--- config.mk ---
export PLATFORM = sky130hd
export DESIGN_NAME = rom_banked_burst
export DESIGN_NICKNAME = d
export VERILOG_FILES = /design/src/rtl/rom_banked_burst.sv
export SDC_FILE = /design/constraint.sdc
export NUM_CORES = 1
export LEC_CHECK = 0
export CAP_MARGIN = 10
export CORE_ASPECT_RATIO = 0.7
export CORE_MARGIN = 5
export CORE_UTILIZATION = 35
export CTS_BUF_LIST = sky130_fd_sc_hd__clkbuf_8
export DETAILED_ROUTE_END_ITERATION = 10
export GPL_TIMING_DRIVEN = 0
export SLEW_MARGIN = 15
export SYNTH_ARGS = -nofsm -noshare
export SYNTH_HDL_FRONTEND = slang
export SYNTH_SLANG_ARGS = --single-unit
--- constraint.sdc ---
create_clock -name clk -period 5.4 [get_ports clk]
set_input_delay 0.54 -clock clk [delete_from_list [all_inputs] [get_ports clk]]
set_output_delay 0.54 -clock clk [all_outputs]
set_load 0.01 [all_outputs]
--- src/rtl/rom_banked_burst.sv ---
// Banked ROM with a registered valid/ready burst read engine.
// Optional macro ROM_PARITY_EN adds rd_parity and a stored per-word parity check.
module rom_banked_burst #(
  parameter int DATA_W     = 8,
  parameter int BANK_DEPTH = 8,
  parameter int NUM_BANKS  = 3,
  parameter int LEN_W      = 6,
  parameter     INIT_FILE  = "",
  localparam int DEPTH     = NUM_BANKS * BANK_DEPTH,
  localparam int ADDR_W    = $clog2(DEPTH)
) (
  input  logic                 clk,
  input  logic                 rst,
  input  logic                 cs,
  input  logic                 start,
  input  logic [ADDR_W-1:0]    start_addr,
  input  logic [LEN_W-1:0]     burst_len,
  output logic [DATA_W-1:0]    rd_data,
  output logic                 rd_valid,
  input  logic                 rd_ready,
  output logic                 rd_last,
  output logic [NUM_BANKS-1:0] bank_sel,
  output logic                 busy,
  output logic                 done,
`ifdef ROM_PARITY_EN
  output logic                 rd_parity,
`endif
  output logic                 err
);

  typedef enum logic [1:0] {
    IDLE,
    FETCH,
    STREAM
  } state_t;

  localparam logic [ADDR_W:0]   DEPTH_L = (ADDR_W+1)'(DEPTH);
  localparam logic [ADDR_W-1:0] LAST_A  = ADDR_W'(DEPTH - 1);

  logic [DATA_W-1:0] mem [DEPTH];

  always_comb begin
    for (int a = 0; a < DEPTH; a++) begin
      mem[a] = DATA_W'(21 + 29 * a);
    end
  end

  state_t               state_q, state_d;
  logic [ADDR_W-1:0]    ptr_q, ptr_d, ptr_nx;
  logic [LEN_W-1:0]     rem_q, rem_d;
  logic [DATA_W-1:0]    rd_data_q, rd_data_d;
  logic                 rd_valid_q, rd_valid_d;
  logic                 rd_last_q, rd_last_d;
  logic [NUM_BANKS-1:0] bank_sel_q, bank_sel_d;
  logic                 busy_q, busy_d;
  logic                 done_q, done_d;
  logic                 err_q, err_d;
  logic                 load;

  logic [NUM_BANKS-1:0] hit;
  logic [DATA_W-1:0]    bank_word [NUM_BANKS];
  logic [DATA_W-1:0]    word;

  for (genvar b = 0; b < NUM_BANKS; b++) begin : g_bank
    localparam logic [ADDR_W:0] LO = (ADDR_W+1)'(b * BANK_DEPTH);
    localparam logic [ADDR_W:0] HI = (ADDR_W+1)'((b + 1) * BANK_DEPTH);
    assign hit[b] = ({1'b0, ptr_q} >= LO) && ({1'b0, ptr_q} < HI);
    assign bank_word[b] = hit[b] ? mem[ptr_q] : '0;
  end

  always_comb begin
    word = '0;
    for (int b = 0; b < NUM_BANKS; b++) begin
      word = word | bank_word[b];
    end
  end

  assign ptr_nx = (ptr_q == LAST_A) ? '0 : ptr_q + ADDR_W'(1);

`ifdef ROM_PARITY_EN
  logic par_mem [DEPTH];
  logic rd_parity_q, rd_parity_d;

  always_comb begin
    for (int a = 0; a < DEPTH; a++) begin
      par_mem[a] = ^mem[a];
    end
  end
`endif

  always_comb begin
    state_d    = state_q;
    ptr_d      = ptr_q;
    rem_d      = rem_q;
    rd_data_d  = rd_data_q;
    rd_valid_d = rd_valid_q;
    rd_last_d  = rd_last_q;
    bank_sel_d = bank_sel_q;
    busy_d     = busy_q;
    done_d     = 1'b0;
    err_d      = 1'b0;
    load       = 1'b0;
`ifdef ROM_PARITY_EN
    rd_parity_d = rd_parity_q;
`endif
    if (busy_q && !cs) begin
      state_d    = IDLE;
      rd_valid_d = 1'b0;
      rd_last_d  = 1'b0;
      bank_sel_d = '0;
      busy_d     = 1'b0;
    end else begin
      unique case (state_q)
        IDLE: begin
          if (start && cs) begin
            if ({1'b0, start_addr} >= DEPTH_L) begin
              err_d = 1'b1;
            end else if (burst_len == '0) begin
              done_d = 1'b1;
            end else begin
              ptr_d   = start_addr;
              rem_d   = burst_len;
              busy_d  = 1'b1;
              state_d = FETCH;
            end
          end
        end
        FETCH: begin
          load    = 1'b1;
          state_d = STREAM;
        end
        STREAM: begin
          if (rd_valid_q && rd_ready) begin
            if (rd_last_q) begin
              rd_valid_d = 1'b0;
              rd_last_d  = 1'b0;
              bank_sel_d = '0;
              busy_d     = 1'b0;
              done_d     = 1'b1;
              state_d    = IDLE;
            end else begin
              load = 1'b1;
            end
          end
        end
        default: state_d = IDLE;
      endcase
    end
    if (load) begin
      rd_data_d  = word;
      rd_valid_d = 1'b1;
      rd_last_d  = (rem_q == LEN_W'(1));
      bank_sel_d = hit;
      ptr_d      = ptr_nx;
      rem_d      = rem_q - LEN_W'(1);
`ifdef ROM_PARITY_EN
      rd_parity_d = ^word;
      if ((^word) != par_mem[ptr_q]) err_d = 1'b1;
`endif
    end
  end

  always_ff @(posedge clk) begin
    if (rst) begin
      state_q    <= IDLE;
      ptr_q      <= '0;
      rem_q      <= '0;
      rd_data_q  <= '0;
      rd_valid_q <= 1'b0;
      rd_last_q  <= 1'b0;
      bank_sel_q <= '0;
      busy_q     <= 1'b0;
      done_q     <= 1'b0;
      err_q      <= 1'b0;
`ifdef ROM_PARITY_EN
      rd_parity_q <= 1'b0;
`endif
    end else begin
      state_q    <= state_d;
      ptr_q      <= ptr_d;
      rem_q      <= rem_d;
      rd_data_q  <= rd_data_d;
      rd_valid_q <= rd_valid_d;
      rd_last_q  <= rd_last_d;
      bank_sel_q <= bank_sel_d;
      busy_q     <= busy_d;
      done_q     <= done_d;
      err_q      <= err_d;
`ifdef ROM_PARITY_EN
      rd_parity_q <= rd_parity_d;
`endif
    end
  end

  assign rd_data  = rd_data_q;
  assign rd_valid = rd_valid_q;
  assign rd_last  = rd_last_q;
  assign bank_sel = bank_sel_q;
  assign busy     = busy_q;
  assign done     = done_q;
  assign err      = err_q;
`ifdef ROM_PARITY_EN
  assign rd_parity = rd_parity_q;
`endif

endmodule

==> summary.md <==
| Metric | Value |
|---|---|
| Critical path required time | 5620 ps |
| Synthesized instance count | roughly 210 |
| Layout Area Growth over Synthesis | 26.6% |
| Crit path max-delay family | compound AO/OA/AOI/OAI gates |
| Die W | approximately 95 um |
| H-tree levels | 2 |
| Setup crit start kind | input pin |
| Share of layout cells above drive strength 1 | between 7 and 8% |
| Row count | 21 |
| Status | complete, no violations |
| DRT iter0 DRCs | 94 |
| Worst EP arrival | between 2000 and 2500 ps |
| Initial antenna violation count | 0 |
| Post_cts resized | 0 |
| Post-CTS setup buffers | 0 |
| Yosys warning count | 0 |
| Seq cells post-synth | 29 |
| Max clock buf depth | 2 |
| Final Hold Fails | 0 |
| Placer Congestion | 0.841 |
| Cells on Worst Hold Path | 2 |
| Hold slack | 456 ps |
| Worst Tran Pin Value | 666 ps |
| Power per cell area | 231 nW/um2 |
| Number of port buffers | 30 |
| Crit-path cells | clkdlybuf4s50_1 > nor4_4 > a211oi_2 > a21oi_1 > a32o_1 |
| # DRC | 0 |
| Min-delay src | rd_data[7] |
| Max_cap viols | 0 |
| Synth cell types | 46 |
| Worst R2R Start | state_q[0] |
| CTS sink count | 29 |
| Worst reg2reg path endpoint | ptr_q[4] |
| Minimum clock period after layout | 2120 ps |
| Vias | around 1700 |
| Number of enable flip-flop cells after synthesis | 0 |
| Leak | 0.843 nW |
| Worst-Skew Late Latency | 280 ps |
| Final nets | between 200 and 300 |
| Worst hold path type | register to register |
| Mapped Avg Cell Area | 8.31 um2 |
| Worst reg2reg setup slack | 3410 ps |
| TNS Setup | 0 ps |
| DPL Wire Length | 3.58 mm |
| Overall routing resource usage | 15.1% |
| Vias per cell | 5.34 |
| Worst Path Max Fanout | 5 |
| Seq/Total Area, Yosys | ~33% |
| Post-route ant nets | 0 |
| Top post-synthesis cells by area | dfxtp_1 33%, ha_1 7.1%, nand2_1 4.7% |
| CTS root buf | clkbuf_8 |
| Initial Utilization | 36.5% |
| Filler cells | 487 |
| R2R cell count | 6 |
| Critical path class | input pin to register |
| Ys flop type | dfxtp_1 |
| Worst path slowest cell | clkdlybuf4s50_1 |
| Io pins | 32 |
| Fmax | 472 MHz |
| Post-synth top area share | about a third |
| Die H | 69.2 um |
| Routed WL | 4.71 mm |
| Final Max Slew Viols | 0 |
| Setup Skew | 8.81 ps |
| Area of the die | approximately 6600 um2 |
| Final setup fails | 0 |
| Wire per inst | approximately 15 um |
| Slew HR | 55.4% |
| Synth area leader | dfxtp_1 |
| Hold EP | rd_data[7] |
| Num CTS Buffers | 5 |
| Unrepaired setup endpoints after global routing | false |
| Mapped Area | 1750 um2 |
| Slowest stage delay, CP | roughly 490 ps |
| Ys async rst share | 0% |
| Crit. End Element | register |
| Vias in the first global route | 1661 |
| Largest net degree at the start of global routing | 11 |
| Cts hold-fix bufs | 0 |
| CTS tree | yes |
| Final Cycle Share | 39.3% |
| Ant. Diodes | 0 |
| Total gr overflow | 0 |
| CORE AREA | 4810 um2 |
| Syn_nets | 237 |
| First drt pass iteration count | 4 |
| Worst vdd ir | 0.0000895 V |
| Clk slew on worst S/H paths | 70 ps |
| Buf/Inv on CP | 1 |
| First-pass GRT wire length | 7.96 mm |
[synth_stat cells (2+ instances only)]
cell / n
dfxtp_1: 29
nand2_1: 22
nand3_1: 15
a21oi_1: 13
nor2_1: 12
inv_1: 11
ha_1: 10
o21ai_0: 10
mux2i_1: 7
clkbuf_1: 6
nor3_1: 6
nand2b_1: 5
nor2b_1: 5
a211o_1: 4
a21o_1: 4
a31oi_1: 4
a32o_1: 4
nor4_1: 4
a311oi_1: 3
mux2_2: 3
nand4_1: 3
and3_1: 2
buf_2: 2
o211a_1: 2
o21a_1: 2
o32ai_1: 2
or4_1: 2
[area by class of cell]
cell class	instances	area, um2	share of cell area [%]
clock buffer	5	68.8	3.10
timing repair buffer	30	300	13.5
inverter	11	41.3	1.86
clock inverter	3	11.3	0.507
buffer	10	43.8	1.97
tap	69	86.3	3.89
sequential	29	581	26.1
multi-input combinational	161	1090	49.0
[metal layers]
metal | GRT usage (%) | routed length, um | vias up
met5 | 0 | 0 | -
met3 | 4.12 | 329 | 2
met1 | 22.7 | 2440 | 795
met2 | 20.8 | 1920 | 41
met4 | 3.68 | 20 | 0
li1 | - | - | 860
[layout by cell type (no fill, tap or decap), types with 2 or more instances in the layout]
| cell | instances |
|---|---|
| a21o_1 | 4 |
| mux2i_1 | 7 |
| inv_1 | 14 |
| ha_1 | 10 |
| a21oi_1 | 13 |
| a32o_1 | 4 |
| nand2_1 | 22 |
| a311oi_1 | 3 |
| nand2b_1 | 5 |
| clkbuf_1 | 6 |
| a211o_1 | 4 |
| buf_2 | 2 |
| mux2_2 | 3 |
| o32ai_1 | 2 |
| nor2_1 | 12 |
| o211a_1 | 2 |
| clkbuf_8 | 5 |
| nor2b_1 | 5 |
| nand4_1 | 3 |
| clkdlybuf4s50_1 | 30 |
| or4_1 | 2 |
| nor3_1 | 6 |
| nand3_1 | 15 |
| o21a_1 | 2 |
| and3_1 | 2 |
| o21ai_0 | 10 |
| nor4_1 | 4 |
| dfxtp_1 | 29 |
| a31oi_1 | 4 |
[sequential cells by signal, summed over array words and instances (netlist names)]
name / cells
bank_sel: 3
busy: 1
done: 1
err: 1
ptr_q: 5
rd_data: 8
rd_last: 1
rd_valid: 1
rem_q: 6
state_q: 2
[cells by family after synthesis]
logic type | synth area share, %
and+or+nand+nor | 23.6
AOI/OAI and AO/OA | 24.9
DFF | 33.1
buffers and inverters | 4.85
muxes | 5.92
adders and majority gates | 7.13
xor gates and xnor gates | 0.499
[stage by stage]
stage | setup slack [ps] | total power (W) | area [um2] | instances | util (%)
2_1_floorplan | 3690 | 0.000309 | 1750 | 211 | -
3_3_place_gp | 2990 | 0.000350 | 2140 | 310 | 44.5
3_5_place_dp | 3000 | 0.000350 | 2140 | 310 | 44.5
4_1_cts | 3290 | 0.000516 | 2220 | 318 | 46.2
5_1_grt | 3170 | 0.000539 | 2220 | 318 | 46.2
6_report | 3280 | 0.000513 | 2220 | 318 | 46.2
[worst max path at each step]
| stage | start | end | cells past startpoint |
|---|---|---|---|
| final | burst_len[0] | rem_q[2] | 5 |
| after CTS | burst_len[0] | rem_q[2] | 5 |
| after global placement | cs | ptr_q[4] | 5 |
| after floorplan | state_q[0] | rem_q[3] | 6 |
| after global routing | cs | ptr_q[4] | 5 |
| after detailed placement | burst_len[0] | rem_q[2] | 5 |
[where the power goes]
group	total (W)	leakage, nW	internal [W]	switching, W
sequential	0.000233	0.235	0.000224	0.00000946
clock	0.000166	0.0519	0.0000857	0.0000804
combinational	0.000113	0.556	0.0000503	0.0000629
[worst min-delay path, delay by kind of cell, from the launching register on]
kind | cells | cell delay (ps)
flip-flops | 1 | 310
AO/OA/AOI/OAI | 1 | 50
AND/OR/NAND/NOR | 1 | 50
(Power assumes the default switching activity.)
